### src/rtl/uart_pkg.sv
`default_nettype none
// ============================================================================
//  Module   : uart_pkg
//  Brief    : Shared UART constants, FSM encoding and baud-divider helper,
//             used by both the 128-bit transmitter and its receiver peer.
//  Revision : 1.0 - initial release
// ============================================================================
package uart_pkg;

    localparam int FRAME_BYTES = 16;
    localparam int BYTE_BITS   = 8;

    // Transmit sequencing states; the byte serialiser is driven from these.
    typedef enum logic [2:0] {
        ST_IDLE  = 3'd0,
        ST_START = 3'd1,
        ST_DATA  = 3'd2,
        ST_STOP  = 3'd3,
        ST_GAP   = 3'd4
    } tx_state_e;

    // Clocks per bit-time for a given system clock and line rate.
    function automatic int baud_cnt_max(input int clk_freq, input int uart_bps);
        return clk_freq / uart_bps;
    endfunction

endpackage
`default_nettype wire

### src/rtl/uart_tx_byte.sv
`default_nettype none
// ============================================================================
//  Module   : uart_tx_byte
//  Brief    : Single-byte 8N1 serialiser. Owns the baud and bit counters and
//             the registered line output; phase sequencing comes from the
//             frame-level state supplied by the parent.
//  Revision : 1.0 - initial release
// ============================================================================
module uart_tx_byte
    import uart_pkg::*;
#(
    parameter int BAUD_CNT_MAX = 10
) (
    input  logic       clk,
    input  logic       rst_n,
    input  logic       start,      // next cycle begins a start bit
    input  tx_state_e  state,      // current frame-level phase
    input  logic [7:0] data,       // byte being sent, stable for the whole byte
    output logic       tx,
    output logic       bit_end,    // last clock of the current bit-time
    output logic       last_bit,   // bit counter sits on the final data bit
    output logic       byte_done   // last clock of the stop bit
);

    localparam int c_BAUD_W = (BAUD_CNT_MAX > 2) ? $clog2(BAUD_CNT_MAX) : 1;
    localparam logic [c_BAUD_W-1:0] c_BAUD_LAST = c_BAUD_W'(BAUD_CNT_MAX - 1);
    localparam logic [c_BAUD_W-1:0] c_BAUD_ONE  = c_BAUD_W'(1);

    logic [c_BAUD_W-1:0] r_baud_cnt;
    logic [2:0]          r_bit_cnt;
    logic                r_tx;
    logic                w_tx_next;
    logic                w_bit_end;

    assign w_bit_end = (state != ST_IDLE) && (r_baud_cnt == c_BAUD_LAST);
    assign bit_end   = w_bit_end;
    assign last_bit  = (r_bit_cnt == 3'd7);
    assign byte_done = (state == ST_STOP) && w_bit_end;
    assign tx        = r_tx;

    // Bit-time divider: free-runs while a frame is active, restarts on each byte.
    always_ff @(posedge clk or negedge rst_n) begin
        if (!rst_n) begin
            r_baud_cnt <= '0;
        end else if (start || (state == ST_IDLE) || w_bit_end) begin
            r_baud_cnt <= '0;
        end else begin
            r_baud_cnt <= r_baud_cnt + c_BAUD_ONE;
        end
    end

    // Data-bit index; wraps from 7 back to 0 as the last data bit ends.
    always_ff @(posedge clk or negedge rst_n) begin
        if (!rst_n) begin
            r_bit_cnt <= '0;
        end else if (start) begin
            r_bit_cnt <= '0;
        end else if ((state == ST_DATA) && w_bit_end) begin
            r_bit_cnt <= r_bit_cnt + 3'd1;
        end
    end

    // Next line level, chosen one cycle ahead so the output is a clean flop.
    always_comb begin
        w_tx_next = r_tx;
        if (start) begin
            w_tx_next = 1'b0;
        end else begin
            case (state)
                ST_START: if (w_bit_end) w_tx_next = data[0];
                ST_DATA:  if (w_bit_end) w_tx_next = (r_bit_cnt == 3'd7) ? 1'b1
                                                     : data[r_bit_cnt + 3'd1];
                ST_STOP:  if (w_bit_end) w_tx_next = 1'b1;
                default:  w_tx_next = 1'b1;
            endcase
        end
    end

    // Registered serial output; idles at mark and returns there on reset.
    always_ff @(posedge clk or negedge rst_n) begin
        if (!rst_n) begin
            r_tx <= 1'b1;
        end else begin
            r_tx <= w_tx_next;
        end
    end

endmodule
`default_nettype wire

### src/rtl/uart_tx_128.sv
`default_nettype none
// ============================================================================
//  Module   : uart_tx_128
//  Brief    : 8N1 transmitter sending one 128-bit word as 16 bytes, most
//             significant byte first, with optional idle bit-times between
//             bytes. Requests arriving mid-frame are dropped and flagged.
//  Revision : 1.0 - initial release
// ============================================================================
module uart_tx_128
    import uart_pkg::*;
#(
    parameter int UART_BPS = 'd9600,
    parameter int CLK_FREQ = 'd50_000_000,
    parameter int BYTE_GAP = 'd0
) (
    input  logic         clk,
    input  logic         rst_n,
    input  logic [127:0] pi_data,
    input  logic         pi_flag,
    output logic         tx,
    output logic         busy,
    output logic         po_done,
    output logic         po_drop
);

    localparam int         c_BAUD_CNT_MAX = baud_cnt_max(CLK_FREQ, UART_BPS);
    localparam logic [3:0] c_LAST_BYTE    = 4'(FRAME_BYTES - 1);
    localparam logic [3:0] c_GAP_LAST     = 4'((BYTE_GAP > 0) ? (BYTE_GAP - 1) : 0);
    localparam bit         c_HAS_GAP      = (BYTE_GAP != 0);

    if ((c_BAUD_CNT_MAX < 2) || (BYTE_GAP > 15) || (BYTE_GAP < 0)) begin : g_param_check
        $error("uart_tx_128: BAUD_CNT_MAX must be >= 2 and BYTE_GAP within 0..15");
    end

    tx_state_e    r_state;
    tx_state_e    w_next_state;
    logic [127:0] r_shreg;
    logic [3:0]   r_byte_cnt;
    logic [3:0]   r_gap_cnt;
    logic         r_busy;
    logic         r_done;
    logic         r_drop;
    logic         w_accept;
    logic         w_start;
    logic         w_bit_end;
    logic         w_last_bit;
    logic         w_byte_done;
    logic         w_frame_end;

    assign w_accept    = pi_flag && !r_busy;
    assign w_frame_end = w_byte_done && (r_byte_cnt == c_LAST_BYTE);

    assign busy    = r_busy;
    assign po_done = r_done;
    assign po_drop = r_drop;

    uart_tx_byte #(
        .BAUD_CNT_MAX (c_BAUD_CNT_MAX)
    ) u_byte (
        .clk       (clk),
        .rst_n     (rst_n),
        .start     (w_start),
        .state     (r_state),
        .data      (r_shreg[127:120]),
        .tx        (tx),
        .bit_end   (w_bit_end),
        .last_bit  (w_last_bit),
        .byte_done (w_byte_done)
    );

    // Frame sequencing; w_start marks every entry into a start bit.
    always_comb begin
        w_next_state = r_state;
        w_start      = 1'b0;
        case (r_state)
            ST_IDLE: begin
                if (w_accept) begin
                    w_next_state = ST_START;
                    w_start      = 1'b1;
                end
            end
            ST_START: begin
                if (w_bit_end) w_next_state = ST_DATA;
            end
            ST_DATA: begin
                if (w_bit_end && w_last_bit) w_next_state = ST_STOP;
            end
            ST_STOP: begin
                if (w_byte_done) begin
                    if (w_frame_end) begin
                        w_next_state = ST_IDLE;
                    end else if (c_HAS_GAP) begin
                        w_next_state = ST_GAP;
                    end else begin
                        w_next_state = ST_START;
                        w_start      = 1'b1;
                    end
                end
            end
            ST_GAP: begin
                if (w_bit_end && (r_gap_cnt == c_GAP_LAST)) begin
                    w_next_state = ST_START;
                    w_start      = 1'b1;
                end
            end
            default: w_next_state = ST_IDLE;
        endcase
    end

    // State register.
    always_ff @(posedge clk or negedge rst_n) begin
        if (!rst_n) begin
            r_state <= ST_IDLE;
        end else begin
            r_state <= w_next_state;
        end
    end

    // Word shift register: load on accept, advance one byte per stop-bit end.
    always_ff @(posedge clk or negedge rst_n) begin
        if (!rst_n) begin
            r_shreg <= '0;
        end else if (w_accept) begin
            r_shreg <= pi_data;
        end else if (w_byte_done) begin
            r_shreg <= {r_shreg[119:0], 8'h00};
        end
    end

    // Bytes completed in this frame; rolls over to 0 with the final byte.
    always_ff @(posedge clk or negedge rst_n) begin
        if (!rst_n) begin
            r_byte_cnt <= '0;
        end else if (w_byte_done) begin
            r_byte_cnt <= r_byte_cnt + 4'd1;
        end
    end

    // Idle bit-times elapsed inside an inter-byte gap.
    always_ff @(posedge clk or negedge rst_n) begin
        if (!rst_n) begin
            r_gap_cnt <= '0;
        end else if (r_state != ST_GAP) begin
            r_gap_cnt <= '0;
        end else if (w_bit_end) begin
            r_gap_cnt <= r_gap_cnt + 4'd1;
        end
    end

    // Status flags: busy follows the next state, done/drop are single pulses.
    always_ff @(posedge clk or negedge rst_n) begin
        if (!rst_n) begin
            r_busy <= 1'b0;
            r_done <= 1'b0;
            r_drop <= 1'b0;
        end else begin
            r_busy <= (w_next_state != ST_IDLE);
            r_done <= w_frame_end;
            r_drop <= pi_flag && r_busy;
        end
    end

endmodule
`default_nettype wire

### config.mk
export PLATFORM = sky130hd
export DESIGN_NAME = uart_tx_128
export DESIGN_NICKNAME = d
export VERILOG_FILES = /design/src/rtl/uart_pkg.sv /design/src/rtl/uart_tx_byte.sv /design/src/rtl/uart_tx_128.sv
export SDC_FILE = /design/constraint.sdc
export NUM_CORES = 1
export LEC_CHECK = 0
export BUFFER_PORTS_ARGS = -buffer_cell sky130_fd_sc_hd__buf_4
export CAP_MARGIN = 10
export CORE_MARGIN = 3
export CORE_UTILIZATION = 50
export DETAILED_ROUTE_END_ITERATION = 6
export PLACE_DENSITY = 0.76
export SLEW_MARGIN = 25
export SYNTH_ARGS = -nofsm -noshare
export SYNTH_HDL_FRONTEND = slang
export SYNTH_SLANG_ARGS = --single-unit
### constraint.sdc
create_clock -name clk -period 2.64 [get_ports clk]
set_input_delay 0.264 -clock clk [delete_from_list [all_inputs] [get_ports clk]]
set_output_delay 0.264 -clock clk [all_outputs]
set_load 0.005 [all_outputs]
### Word-level counts from Yosys, hierarchy flattened

Index checks and enable logic that the tools add are counted.

| storage, ports and cells | value |
|---|---|
| register bits after elaboration | 159 |
| input port bits | 131 |
| output and inout bits | 4 |
| logic and storage cells | 72 |

| operators by class | value |
|---|---|
| $add $sub $neg | 4 |
| $lt $le $gt $ge | 1 |
| equality and inequality tests | 11 |
| mux-type cells | 27 |
| reduce and logical (&&, ||, !) cells | 19 |

Operators with widths:

| kind | number |
|---|---|
| 128-bit 2-to-1 mux | 2 |
| 3-bit 2-to-1 mux | 7 |
| 3-bit case mux with 5 select lines | 1 |
| 13-bit by 1-bit adder with 13-bit output, second input constant | 1 |
| 13-bit equality test, second input constant | 1 |
| 13-bit 2-to-1 mux | 1 |
| 1-bit 2-to-1 mux | 11 |
| 3-bit by 1-bit != test with 1-bit output, second input constant | 3 |
| 4-bit by 1-bit adder with 4-bit output, second input constant | 2 |
| 1-bit logical AND | 8 |
| 4-bit 2-to-1 mux | 2 |
| 3-bit by 2-bit equality test with 1-bit output, second input constant | 2 |
| 3-bit equality test, second input constant | 2 |
| 1-bit case mux with 3 select lines | 2 |
| 2-bit nonzero test | 3 |
| 3-bit nonzero test | 2 |
| 4-bit equality test, second input constant | 1 |
| 4-bit zero test | 1 |
| 3-bit by 4-bit < comparator with 1-bit output, second input constant | 1 |
| 3-bit by 1-bit adder with 3-bit output, second input constant | 1 |
| 1-bit binary-select mux with 3-bit select | 1 |
| 3-bit by 1-bit equality test with 1-bit output, second input constant | 1 |
| 3-bit zero test | 1 |
| 3-bit != test, second input constant | 1 |
| other kinds (3) | 4 |

### Logic depth before layout (Yosys ltp)

| depth | value |
|---|---|
| depth after elaboration | 10 |
| gate-level depth with buffers | 8 |
| depth with buffers taken out | 7 |

### By module

A second synthesis with hierarchy kept.

| unflattened totals | value |
|---|---|
| cell total of the unflattened synthesis | 718 |
| area, all modules | 7490.9 um^2 |

Modules (own cells, without submodules):

| module | times used | cells an instance | area an instance (um^2) | seq. area each (um^2) |
|---|---|---|---|---|
| uart_tx_128 | 1 | 616 | 6521.3 | 3553.4 |
| uart_tx_byte | 1 | 102 | 969.7 | 426.7 |

### Worst setup path after synthesis

OpenSTA, ideal clock, no wires.

| timing | value |
|---|---|
| path kind | reg-to-reg |
| from | register u_byte.r_baud_cnt[5] |
| to | register r_shreg[10] |
| setup time | 132 ps |
| data arrival time | 1959 ps |
| required time | 2508 ps |
| path slack | 549 ps |
| cell stages (with the launch flop) | 8 |
| buffers on the path | 3 |
| period minus slack after synthesis | 2091 ps |
| path through | dfrtp_1 > or4b_4 > nor4b_2 > buf_4 > buf_6 > buf_6 > mux2i_1 > o21ai_1 |

| on the way | value |
|---|---|
| cells in the longest elaborated chain, start to end | 4 |

Ends and longest elaborated chain:

| item | RTL line | text |
|---|---|---|
| start: declaration | uart_tx_byte.sv:29 | `logic [c_BAUD_W-1:0] r_baud_cnt;` |
| start signal: assignment | uart_tx_byte.sv:48 | `r_baud_cnt <= r_baud_cnt + c_BAUD_ONE;` |
| 13-bit equality test | uart_tx_byte.sv:35 | `assign w_bit_end = (state != ST_IDLE) && (r_baud_cnt == c_BAUD_LAST);` |
| 1-bit logical AND | uart_tx_byte.sv:35 |  |
| 1-bit logical AND | uart_tx_byte.sv:38 | `assign byte_done = (state == ST_STOP) && w_bit_end;` |
| 2-bit nonzero test (no line) | n/a |  |
| end signal: assignment | uart_tx_128.sv:124 | `r_shreg <= pi_data;` |
| end signal: assignment | uart_tx_128.sv:126 | `r_shreg <= {r_shreg[119:0], 8'h00};` |
| end: declaration | uart_tx_128.sv:37 | `logic [127:0] r_shreg;` |

No other way between the ends.
A chain may end at the register's enable or synchronous reset.

### Worst setup path after layout

| timing | value |
|---|---|
| from | register u_byte.r_baud_cnt[9] |
| to | register r_shreg[72] |

Same word-level chain as after synthesis.

==> impl_metrics.env <==
export IMPL_synth_ff_type="dfrtp_1"
export IMPL_first_global_vias=5604
export IMPL_cts_inserted_buffers=17
export IMPL_clock_path_buffers=2
export IMPL_antenna_left=0
export IMPL_synth_seq_cells=159
export IMPL_cts_tree="done"
export IMPL_drive_above_1_share_pct=22.3
export IMPL_syn_cell_area_um2=7380
export IMPL_vias_per_cell=5.40
export IMPL_final_setup_viol_count=0
export IMPL_yosys_warnings=0
export IMPL_h_tree_depth=4
export IMPL_synthArstFlopShare_pct=100
export IMPL_synthCells=707
export IMPL_swShare_pct=21.6
export IMPL_layout_common_cells="dfrtp_1 (158), nand2_1 (146), buf_4 (137)"
export IMPL_core_area_um2=14100
export IMPL_grt_max_degree=135
export IMPL_synth_seq_area_share_pct=53.9
export IMPL_cts_root_buf="clkbuf_16"
export IMPL_die_y_um=128
export IMPL_pwr_share_clk_pct=44.3
export IMPL_firstDrtPassIters=5
export IMPL_worstPathArrival_ns=2.74
export IMPL_fin_crit_sh_pct=93.1
export IMPL_synth_edf_count=0
export IMPL_cp_required_ns=2.92
export IMPL_p_leak_uw=0.00361
export IMPL_post_cts_resized=0
export IMPL_max_cap_violations=0
export IMPL_vias=5504
export IMPL_outcome="complete, no violations"
export IMPL_grt_ovfl_total=0
export IMPL_rows=43
export IMPL_areaGrowthSynthToFinish_pct=23.9
export IMPL_drv_slew=0
export IMPL_vdd_ir_drop_max_v=0.000461
export IMPL_cts_sinks=159
export IMPL_clk_latency_ns=0.42
export IMPL_place_port_buffers=134
export IMPL_p_comb_share_pct=6.5
export IMPL_start_util_pct=52.2
export IMPL_p_int_uw=4220
export IMPL_final_common_cell="dfrtp_1"
export IMPL_io_pin_count=135
export IMPL_rsz0062_at_grt="no"
export IMPL_dieArea_um2=16300
export IMPL_drtIter0Drc=527
export IMPL_place_gp_congestion=0.899
export IMPL_tns_ns=0
export IMPL_dpl_hpwl_um=11300
export IMPL_power_density_nw_per_um2=588
export IMPL_slew_headroom_pct=54.7
export IMPL_finClkSkew_ns=0.00871
export IMPL_antenna_found_initial=0
export IMPL_diodes=0
export IMPL_hold_path_class="input pin to register"
export IMPL_fin_util_pct=64.6
export IMPL_wire_per_inst_um=16.0
export IMPL_p_seq_share_pct=49.2
export IMPL_routed_wl_um=16300
export IMPL_tightest_slew_ns=0.679
export IMPL_cp_max_fo=42
export IMPL_track_usage_pct=20.8
export IMPL_die_x_um=128
export IMPL_nets=963
export IMPL_grt_pass1_wl_um=27200
export IMPL_ys_types=41
export IMPL_start_kind="register"
export IMPL_critical_path_class="register to register"
export IMPL_clk_pin_slew_ns=0.06
export IMPL_critPathCaptureType="register"
export IMPL_synth_nets=844
export IMPL_power_switching_uw=1160
export IMPL_timing_final_hold_violations=0
export IMPL_drc=0
export IMPL_max_freq_mhz=407
export IMPL_synth_area_per_cell_um2=10.4
export IMPL_finalCriticalPeriod_ns=2.46
worst paths after layout:
kind	endpoint	depth (start not counted)	slack (ns)	from
min	r_shreg[111]$_DFFE_PN0P_	3	0.04	pi_data[111]
min in group asynchronous	u_byte.r_bit_cnt[2]$_DFFE_PN0P_	2	0.33	rst_n
max in group asynchronous	r_shreg[47]$_DFFE_PN0P_	3	1.51	rst_n
max	r_shreg[72]$_DFFE_PN0P_	6	0.18	u_byte.r_baud_cnt[9]$_DFF_PN0_
max reg2reg	r_shreg[72]$_DFFE_PN0P_	6	0.18	u_byte.r_baud_cnt[9]$_DFF_PN0_
min reg2reg	u_byte.r_baud_cnt[0]$_DFF_PN0_	1	0.49	u_byte.r_baud_cnt[0]$_DFF_PN0_
routing by layer:
metal  wire length, µm  share of wire [%]  global-route usage (%)
met1              7440                 46                    29.7
met5                 0                  0                       0
met2              7850                 48                    31.6
met3               861                5.3                    5.52
met4               181                1.1                    5.68
critical path: stages (launching register included):
cell	delay (ns)
dfrtp_1	0.42
or4b_1	0.68
nor4b_4	0.34
buf_4	0.24
buf_12	0.28
mux2i_1	0.25
o21ai_1	0.08
cell families (layout without fill, tap and decap cells):
kind of cell               count (synthesis)  in the layout  share of synthesized area (%)
xor gates and xnor gates                  17             17                           2.02
AOI/OAI and AO/OA                        140            140                           9.75
muxes                                    123            123                           17.0
DFF                                      159            159                           53.9
adders and majority gates                  6              6                           1.02
and+or+nand+nor                          212            212                           12.6
buffers and inverters                     50            182                           3.64
final cells by class:
type	instances	area, µm²
inverters	4	15.0
fillers	1123	5000
flip-flops and latches	159	3980
repair buffers	146	1190
clock inverters	8	76.3
clock buffers	24	512
well taps	180	225
multi-input cells	498	3150
synth_stat cells, types with 4 or more instances:
| master | count | area share [%] |
|---|---|---|
| dfrtp_1 | 158 | 54 |
| nand2_1 | 146 | 7.4 |
| mux2i_1 | 120 | 16 |
| o21ai_1 | 108 | 7.3 |
| clkbuf_1 | 28 | 1.4 |
| o21ai_0 | 22 | 1.5 |
| nor2_1 | 21 | 1.1 |
| nand3_1 | 12 | 0.81 |
| xor2_1 | 10 | 1.2 |
| buf_4 | 7 | 0.71 |
| buf_6 | 7 | 1.1 |
| xnor2_1 | 7 | 0.83 |
| ha_1 | 6 | 1.0 |
| nand4_1 | 6 | 0.51 |
| a21oi_1 | 4 | 0.27 |
| inv_1 | 4 | 0.20 |
| nor3_1 | 4 | 0.27 |
stage by stage:
step / area [µm²] / hold slack, ns / power [µW] / worst slack [ns] / instances
final: 9150 / 0.0426 / 5380 / 0.182 / 1019
after detailed placement: 8530 / 0.227 / 3040 / 0.192 / 985
after global routing: 9150 / 0.0406 / 5590 / 0.0736 / 1019
after global placement: 8530 / 0.225 / 3020 / 0.274 / 985
after floorplan: 7380 / -0.0316 / 2770 / 0.549 / 707
after CTS: 9130 / 0.0304 / 5430 / 0.155 / 1018
registers in the layout (all words and copies together), names as in the netlist:
signal and count:
u_byte.tx 1, po_done 1, po_drop 1, r_gap_cnt 4, r_byte_cnt 4, u_byte.r_bit_cnt 3
r_state 3, busy 1, r_shreg 128, u_byte.r_baud_cnt 13
power by group through the flow:
stage          registers (µW)  clock network, µW  logic, µW
2_1_floorplan            2650                  0        122
4_1_cts                  2650               2430        357
5_1_grt                  2660               2540        396
3_5_place_dp             2690                  0        353
3_3_place_gp             2680                  0        340
6_report                 2650               2380        349
what timing repair did:
action	4_1_cts	5_1_grt
hold buffers	1	0
setup endpoints to repair	0	0
endpoints found under the hold margin	46	0
buffers inserted	0	0
(Power assumes the default switching activity.)
